File: config.mk
export PLATFORM = sky130hd
export DESIGN_NAME = mem_stage_sequencer
export DESIGN_NICKNAME = d
export VERILOG_FILES = /design/src/rtl/mem_stage_sequencer_pkg.sv /design/src/rtl/mem_stage_sequencer_byte_align.sv /design/src/rtl/mem_stage_sequencer.sv
export SDC_FILE = /design/constraint.sdc
export NUM_CORES = 1
export LEC_CHECK = 0
export ABC_CLOCK_PERIOD_IN_PS = 2240
export CORE_UTILIZATION = 46
export DETAILED_ROUTE_END_ITERATION = 8
export PLACE_DENSITY_LB_ADDON = 0.3
export SLEW_MARGIN = 10
export SYNTH_ARGS = -nofsm -noshare
export SYNTH_HDL_FRONTEND = slang
export SYNTH_SLANG_ARGS = --single-unit
File: constraint.sdc
create_clock -name clk -period 2.24 [get_ports clk]
set_input_delay 0.448 -clock clk [delete_from_list [all_inputs] [get_ports clk]]
set_output_delay 0.448 -clock clk [all_outputs]
set_load 0.01 [all_outputs]
File: src/rtl/mem_stage_sequencer_pkg.sv
// Shared LC-3b types for the MEM-stage data-memory sequencer.
// Opcodes, word/mask widths, sequencer state encoding and the memory-op classifier.
package mem_stage_sequencer_pkg;

  localparam int unsigned WORD_W   = 16;
  localparam int unsigned OPCODE_W = 4;
  localparam int unsigned WMASK_W  = 2;

  typedef logic [WORD_W-1:0]   lc3b_word;
  typedef logic [OPCODE_W-1:0] lc3b_opcode;
  typedef logic [WMASK_W-1:0]  lc3b_mem_wmask;

  typedef enum logic [1:0] {
    IDLE     = 2'd0,
    ACC1     = 2'd1,
    ACC2     = 2'd2,
    COMPLETE = 2'd3
  } mem_seq_state;

  localparam lc3b_opcode OP_BR   = 4'b0000;
  localparam lc3b_opcode OP_ADD  = 4'b0001;
  localparam lc3b_opcode OP_LDB  = 4'b0010;
  localparam lc3b_opcode OP_STB  = 4'b0011;
  localparam lc3b_opcode OP_JSR  = 4'b0100;
  localparam lc3b_opcode OP_AND  = 4'b0101;
  localparam lc3b_opcode OP_LDR  = 4'b0110;
  localparam lc3b_opcode OP_STR  = 4'b0111;
  localparam lc3b_opcode OP_RTI  = 4'b1000;
  localparam lc3b_opcode OP_NOT  = 4'b1001;
  localparam lc3b_opcode OP_LDI  = 4'b1010;
  localparam lc3b_opcode OP_STI  = 4'b1011;
  localparam lc3b_opcode OP_JMP  = 4'b1100;
  localparam lc3b_opcode OP_SHF  = 4'b1101;
  localparam lc3b_opcode OP_LEA  = 4'b1110;
  localparam lc3b_opcode OP_TRAP = 4'b1111;

  // True for every opcode that touches data memory.
  function automatic logic is_mem_op(input lc3b_opcode op);
    return (op == OP_LDR) || (op == OP_STR) || (op == OP_LDB) ||
           (op == OP_STB) || (op == OP_LDI) || (op == OP_STI);
  endfunction

  // True for the two-access indirect opcodes.
  function automatic logic is_indirect_op(input lc3b_opcode op);
    return (op == OP_LDI) || (op == OP_STI);
  endfunction

endpackage

File: src/rtl/mem_stage_sequencer_byte_align.sv
// Byte lane steering for the D-side port: write data/mask formation and load extraction.
// Purely combinational; the sequencer decides when each output is used.
module mem_byte_align
  import mem_stage_sequencer_pkg::*;
(
  input  lc3b_opcode    opcode,
  input  logic          addr_lsb,
  input  lc3b_word      store_data,
  input  lc3b_word      mem_rdata,
  output lc3b_word      mem_wdata,
  output lc3b_mem_wmask mem_byte_enable,
  output lc3b_word      load_value
);

  always_comb begin
    mem_wdata       = '0;
    mem_byte_enable = '0;
    load_value      = '0;
    case (opcode)
      OP_STR, OP_STI: begin
        mem_wdata       = store_data;
        mem_byte_enable = 2'b11;
      end
      OP_STB: begin
        // Byte replicated on both lanes; the mask picks the lane that lands.
        mem_wdata       = {store_data[7:0], store_data[7:0]};
        mem_byte_enable = addr_lsb ? 2'b10 : 2'b01;
      end
      OP_LDR, OP_LDI: load_value = mem_rdata;
      OP_LDB:         load_value = {8'h00, (addr_lsb ? mem_rdata[15:8] : mem_rdata[7:0])};
      default: ;
    endcase
  end

endmodule

File: src/rtl/mem_stage_sequencer.sv
// MEM-stage sequencer: runs one or two D-side accesses per memory instruction,
// stalls the pipeline meanwhile and pulses done with the writeback value.
module mem_stage_sequencer
  import mem_stage_sequencer_pkg::*;
(
  input  logic          clk,
  input  logic          rst_n,
  input  logic          valid_in,
  input  lc3b_opcode    opcode,
  input  lc3b_word      addr,
  input  lc3b_word      store_data,
  input  logic          mem_resp,
  input  lc3b_word      mem_rdata,
  output logic          mem_read,
  output logic          mem_write,
  output lc3b_word      mem_address,
  output lc3b_word      mem_wdata,
  output lc3b_mem_wmask mem_byte_enable,
  output logic          stall,
  output lc3b_word      load_data,
  output logic          done
);

  mem_seq_state  state;
  lc3b_opcode    op_q;
  logic          addr_lsb_q;
  lc3b_word      store_q;

  lc3b_opcode    align_op;
  logic          align_lsb;
  lc3b_word      align_store;
  lc3b_word      align_wdata;
  lc3b_mem_wmask align_be;
  lc3b_word      align_load;
  logic          capture;
  logic          first_is_write;

  // In IDLE the aligner sees the incoming instruction so ACC1's request can be registered.
  assign align_op    = (state == IDLE) ? opcode     : op_q;
  assign align_lsb   = (state == IDLE) ? addr[0]    : addr_lsb_q;
  assign align_store = (state == IDLE) ? store_data : store_q;

  assign capture        = valid_in && is_mem_op(opcode);
  assign first_is_write = (opcode == OP_STR) || (opcode == OP_STB);

  mem_byte_align u_align (
    .opcode          (align_op),
    .addr_lsb        (align_lsb),
    .store_data      (align_store),
    .mem_rdata       (mem_rdata),
    .mem_wdata       (align_wdata),
    .mem_byte_enable (align_be),
    .load_value      (align_load)
  );

  // Stall covers the issuing cycle and every access cycle.
  always_comb begin
    stall = 1'b0;
    case (state)
      IDLE:       stall = capture;
      ACC1, ACC2: stall = 1'b1;
      default:    stall = 1'b0;
    endcase
  end

  always_ff @(posedge clk) begin
    if (!rst_n) begin
      state           <= IDLE;
      op_q            <= '0;
      addr_lsb_q      <= 1'b0;
      store_q         <= '0;
      mem_read        <= 1'b0;
      mem_write       <= 1'b0;
      mem_address     <= '0;
      mem_wdata       <= '0;
      mem_byte_enable <= '0;
      load_data       <= '0;
      done            <= 1'b0;
    end else begin
      done <= 1'b0;
      case (state)
        IDLE: begin
          if (capture) begin
            op_q            <= opcode;
            addr_lsb_q      <= addr[0];
            store_q         <= store_data;
            mem_address     <= {addr[15:1], 1'b0};
            mem_read        <= !first_is_write;
            mem_write       <= first_is_write;
            mem_wdata       <= first_is_write ? align_wdata : '0;
            mem_byte_enable <= first_is_write ? align_be : '0;
            state           <= ACC1;
          end
        end
        ACC1: begin
          if (mem_resp) begin
            if (is_indirect_op(op_q)) begin
              // Returned word is the pointer for the second access.
              mem_address     <= {mem_rdata[15:1], 1'b0};
              mem_read        <= (op_q == OP_LDI);
              mem_write       <= (op_q == OP_STI);
              mem_wdata       <= align_wdata;
              mem_byte_enable <= align_be;
              state           <= ACC2;
            end else begin
              mem_read        <= 1'b0;
              mem_write       <= 1'b0;
              mem_wdata       <= '0;
              mem_byte_enable <= '0;
              load_data       <= align_load;
              done            <= 1'b1;
              state           <= COMPLETE;
            end
          end
        end
        ACC2: begin
          if (mem_resp) begin
            mem_read        <= 1'b0;
            mem_write       <= 1'b0;
            mem_wdata       <= '0;
            mem_byte_enable <= '0;
            load_data       <= align_load;
            done            <= 1'b1;
            state           <= COMPLETE;
          end
        end
        default: state <= IDLE;
      endcase
    end
  end

endmodule

==> impl_results.rst <==
.. list-table::
   :header-rows: 1

   * - Metric
     - Value
   * - Max_slew headroom
     - a little under three fifths
   * - Category of the most critical setup path
     - flop to primary output
   * - Drt pass-1 iters
     - 5
   * - Buffer depth of the longest clock path
     - 2
   * - Number of buffers inserted by port buffering
     - between 100 and 150
   * - Global-route usage over all layers
     - 24.2%
   * - Flip-flop and latch count after synthesis
     - 75
   * - Antenna cells
     - 0
   * - Detailed-route wire length per cell
     - around 15 um
   * - Post-Syn Nets
     - roughly 460
   * - Number of endpoints failing setup at the final stage
     - 0
   * - Leading post-synthesis cells by instance count
     - sky130_fd_sc_hd__nand2_1 (81), sky130_fd_sc_hd__dfxtp_1 (75), sky130_fd_sc_hd__nor2_1 (38)
   * - Cell accounting for the most synthesized area
     - sky130_fd_sc_hd__dfxtp_1
   * - Number of antenna violations at the first check in global routing
     - 0
   * - HPWL Detailed
     - 6.77 mm
   * - Via-to-Cell Ratio
     - 5.39
   * - Proportion of layout cells with a drive suffix above 1
     - between 10 and 15%
   * - Initial DRC count
     - between 150 and 200
   * - Worst slew pin tran
     - roughly 640 ps
   * - Total via count after detailed routing
     - ~3.4k
   * - Wire length of the first global-routing pass
     - approximately 15 mm
   * - TritonCTS buffer count
     - 9
   * - Mapped cell area
     - 3480 um2
   * - Die ar.
     - 7920 um2
   * - Static leakage
     - roughly 1.9 nW
   * - CTS tree
     - built
   * - Post-route clock skew
     - 8.65 ps
   * - Standard-cell row count
     - 31
   * - Number of violations of the max-capacitance limit
     - 0
   * - HP Class
     - flop to flop
   * - Post-layout worst setup margin
     - about 130 ps
   * - Area contributors post-synth
     - sky130_fd_sc_hd__dfxtp_1 (43%), sky130_fd_sc_hd__nand2_1 (8.7%), sky130_fd_sc_hd__mux2i_1 (7.5%), sky130_fd_sc_hd__a21oi_1 (4.7%), sky130_fd_sc_hd__nor2_1 (4.1%)
   * - VDD IR-drop max
     - 0.422 mV
   * - Clock period minus final worst setup slack
     - about 2100 ps
   * - Final-layout setup total negative slack
     - 0 ps
   * - Vert. Die Dim
     - around 90 um
   * - Area share of the largest cell type after synthesis
     - between 40% and 50%
   * - Yosys cell types
     - 46
   * - Io pins
     - 110
   * - Flip-flop cell with the highest count after synthesis
     - sky130_fd_sc_hd__dfxtp_1
   * - Ratio of total power to cell area
     - around 1000 nW/um2
   * - Post-synthesis to final-layout area growth
     - 43.9%
   * - Layout Nets
     - 580
   * - Skew-Pair Late Insertion Delay
     - 340 ps
   * - Outcome
     - complete, no violations
   * - Clk Tree Root Cell
     - sky130_fd_sc_hd__clkbuf_8
   * - Seq/Total Area, Yosys
     - between 40% and 50%
   * - Most frequent cell after synthesis
     - sky130_fd_sc_hd__nand2_1
   * - Synth Warn #
     - 0
   * - Minimum setup slack after placement
     - -149 ps
   * - Global placement routability congestion
     - slightly above 0.9
   * - Cells after synthesis
     - 401
   * - Global route total overflow
     - 0
   * - Number of failing hold endpoints at the final stage
     - 0
   * - Average footprint of a synthesized cell
     - roughly 8.7 um2
   * - Worst-path clk slew
     - about 80 ps
   * - Critical path startpoint category
     - flop
   * - Count of flip-flops with a built-in enable after synthesis
     - 0
   * - Portion of the clock cycle consumed by the worst path in the final layout
     - between 90% and 100%
   * - Vias in the first global route
     - 3,138
   * - Core area
     - between 7000 and 8000 um2
   * - WP data arrival
     - about 1700 ps
   * - TritonCTS sink count
     - between 70 and 80
   * - Final design utilization
     - 68.8%
   * - Pin count of the biggest net entering global routing
     - 60
   * - Die X-Extent
     - slightly below 90 um
   * - Initial core utilization
     - between 40% and 50%
   * - Detailed Route WL
     - slightly below 10 mm
   * - Crit path capture type
     - primary output
   * - Number of buffers inserted by hold repair at cts
     - 0
   * - Number of antenna-violating nets in the routed design
     - 0
   * - Final-report max-slew violation count
     - 0
   * - Worst Path Max Fanout
     - 5
   * - Number of design rule violations left after detail routing
     - 0
   * - Async set-or-reset flop fraction in the synthesized netlist
     - 0%
   * - H-tree depth
     - 3
   * - Achievable clock frequency
     - roughly 470 MHz
   * - Required @ worst endpoint
     - around 1800 ps
==> routing by layer <==
layer  track usage, %  vias up  part of all wire (%)
met5                0        -                     0
met4             8.95        0                  0.82
met3             4.34        8                   5.7
met2             40.9      102                    49
met1             31.1     1599                    45
li1                 -     1643                     -
==> path summary, 6_finish.rpt <==
kind / slack (ps) / to / cells after the start / start
worst max-delay path: 130 / stall / 7 / state[0]
worst min-delay path: 450 / load_data[12] / 2 / load_data[12]
worst max register to register: 160 / mem_wdata[11] / 7 / state[0]
worst min register to register: 450 / load_data[12] / 2 / load_data[12]
==> state kept, by name (all words and copies together) (netlist names) <==
signal	cells
mem_byte_enable	2
load_data	16
done	1
mem_read	1
state	2
op_q	4
addr_lsb_q	1
mem_wdata	16
mem_address	15
mem_write	1
store_q	16
==> report_power, final <==
part           switching, mW  internal (mW)
clock                  0.509          0.568
sequential             0.128           1.56
combinational           1.25           1.22
==> placed cells by master, fill, tap and decap left out, drive strengths merged <==
| cell type | netlist | layout |
|---|---|---|
| nand2 | 81 | 81 |
| nor4 | 1 | 1 |
| clkinvlp | 0 | 2 |
| mux2i | 27 | 27 |
| nor4bb | 1 | 1 |
| ha | 5 | 5 |
| o21bai | 2 | 2 |
| a31oi | 10 | 10 |
| xnor2 | 1 | 1 |
| conb | 1 | 1 |
| or2 | 9 | 9 |
| o21ai | 5 | 5 |
| o2bb2ai | 8 | 8 |
| a211o | 1 | 1 |
| dfxtp | 75 | 75 |
| a2bb2o | 1 | 1 |
| a2bb2oi | 1 | 1 |
| a2111o | 1 | 1 |
| nor3 | 12 | 12 |
| bufinv | 0 | 1 |
| mux2 | 10 | 10 |
| clkinv | 1 | 2 |
| clkdlybuf4s15 | 0 | 1 |
| nand2b | 2 | 2 |
| a22oi | 9 | 9 |
| or3b | 1 | 1 |
| nand3b | 3 | 3 |
| a211oi | 15 | 15 |
| nor2 | 40 | 40 |
| and4b | 1 | 1 |
| clkbuf | 16 | 11 |
| clkdlybuf4s50 | 0 | 107 |
| a21oi | 33 | 33 |
| buf | 11 | 26 |
| a32oi | 8 | 8 |
| inv | 3 | 3 |
| nand4b | 1 | 1 |
| nand3 | 4 | 4 |
| nor3b | 1 | 1 |
==> cell families after synthesis <==
| group | Yosys count | share of synthesized area (%) |
|---|---|---|
| adder cells (fa/ha/maj) | 5 | 1.80 |
| XOR/XNOR | 1 | 0.251 |
| AND/OR/NAND/NOR | 157 | 20.8 |
| other | 1 | 0.108 |
| AO/OA/AOI/OAI | 94 | 18.8 |
| buffers and inverters | 31 | 4.02 |
| multiplexers | 37 | 11.1 |
| flip-flops | 75 | 43.1 |
==> through the flow <==
step	std cells	hold slack [ps]	total power, mW	instance area [um2]
finish	622	454	5.24	5010
global route	622	477	5.54	5010
CTS	621	458	5.19	4970
detailed placement	606	446	4.12	4770
global placement	606	439	4.05	4770
floorplan	401	434	3.19	3480
==> layout make-up <==
class	instances	area [um2]
clock buffer	11	151
multi-input combinational	295	1880
fill	624	2280
inverter	4	15.0
clock inverter	4	50.0
timing repair buffer	134	1290
tap	99	124
sequential	75	1500
==> critical path, cell delays in order, from the launching register on <==
cell                              delay [ps]
sky130_fd_sc_hd__dfxtp_2                 350
sky130_fd_sc_hd__inv_1                   120
sky130_fd_sc_hd__ha_4                    180
sky130_fd_sc_hd__nand3_1                 120
sky130_fd_sc_hd__a21oi_2                 150
sky130_fd_sc_hd__nor2_1                   70
sky130_fd_sc_hd__nor2_1                   90
sky130_fd_sc_hd__clkdlybuf4s15_1         240
==> repair_timing <==
item                       in CTS  in global routing
setup endpoints to repair       8                 36
pin swaps                       0                  2
resized for setup               3                  8
setup buffers                   0                  1
(Power assumes the default switching activity.)
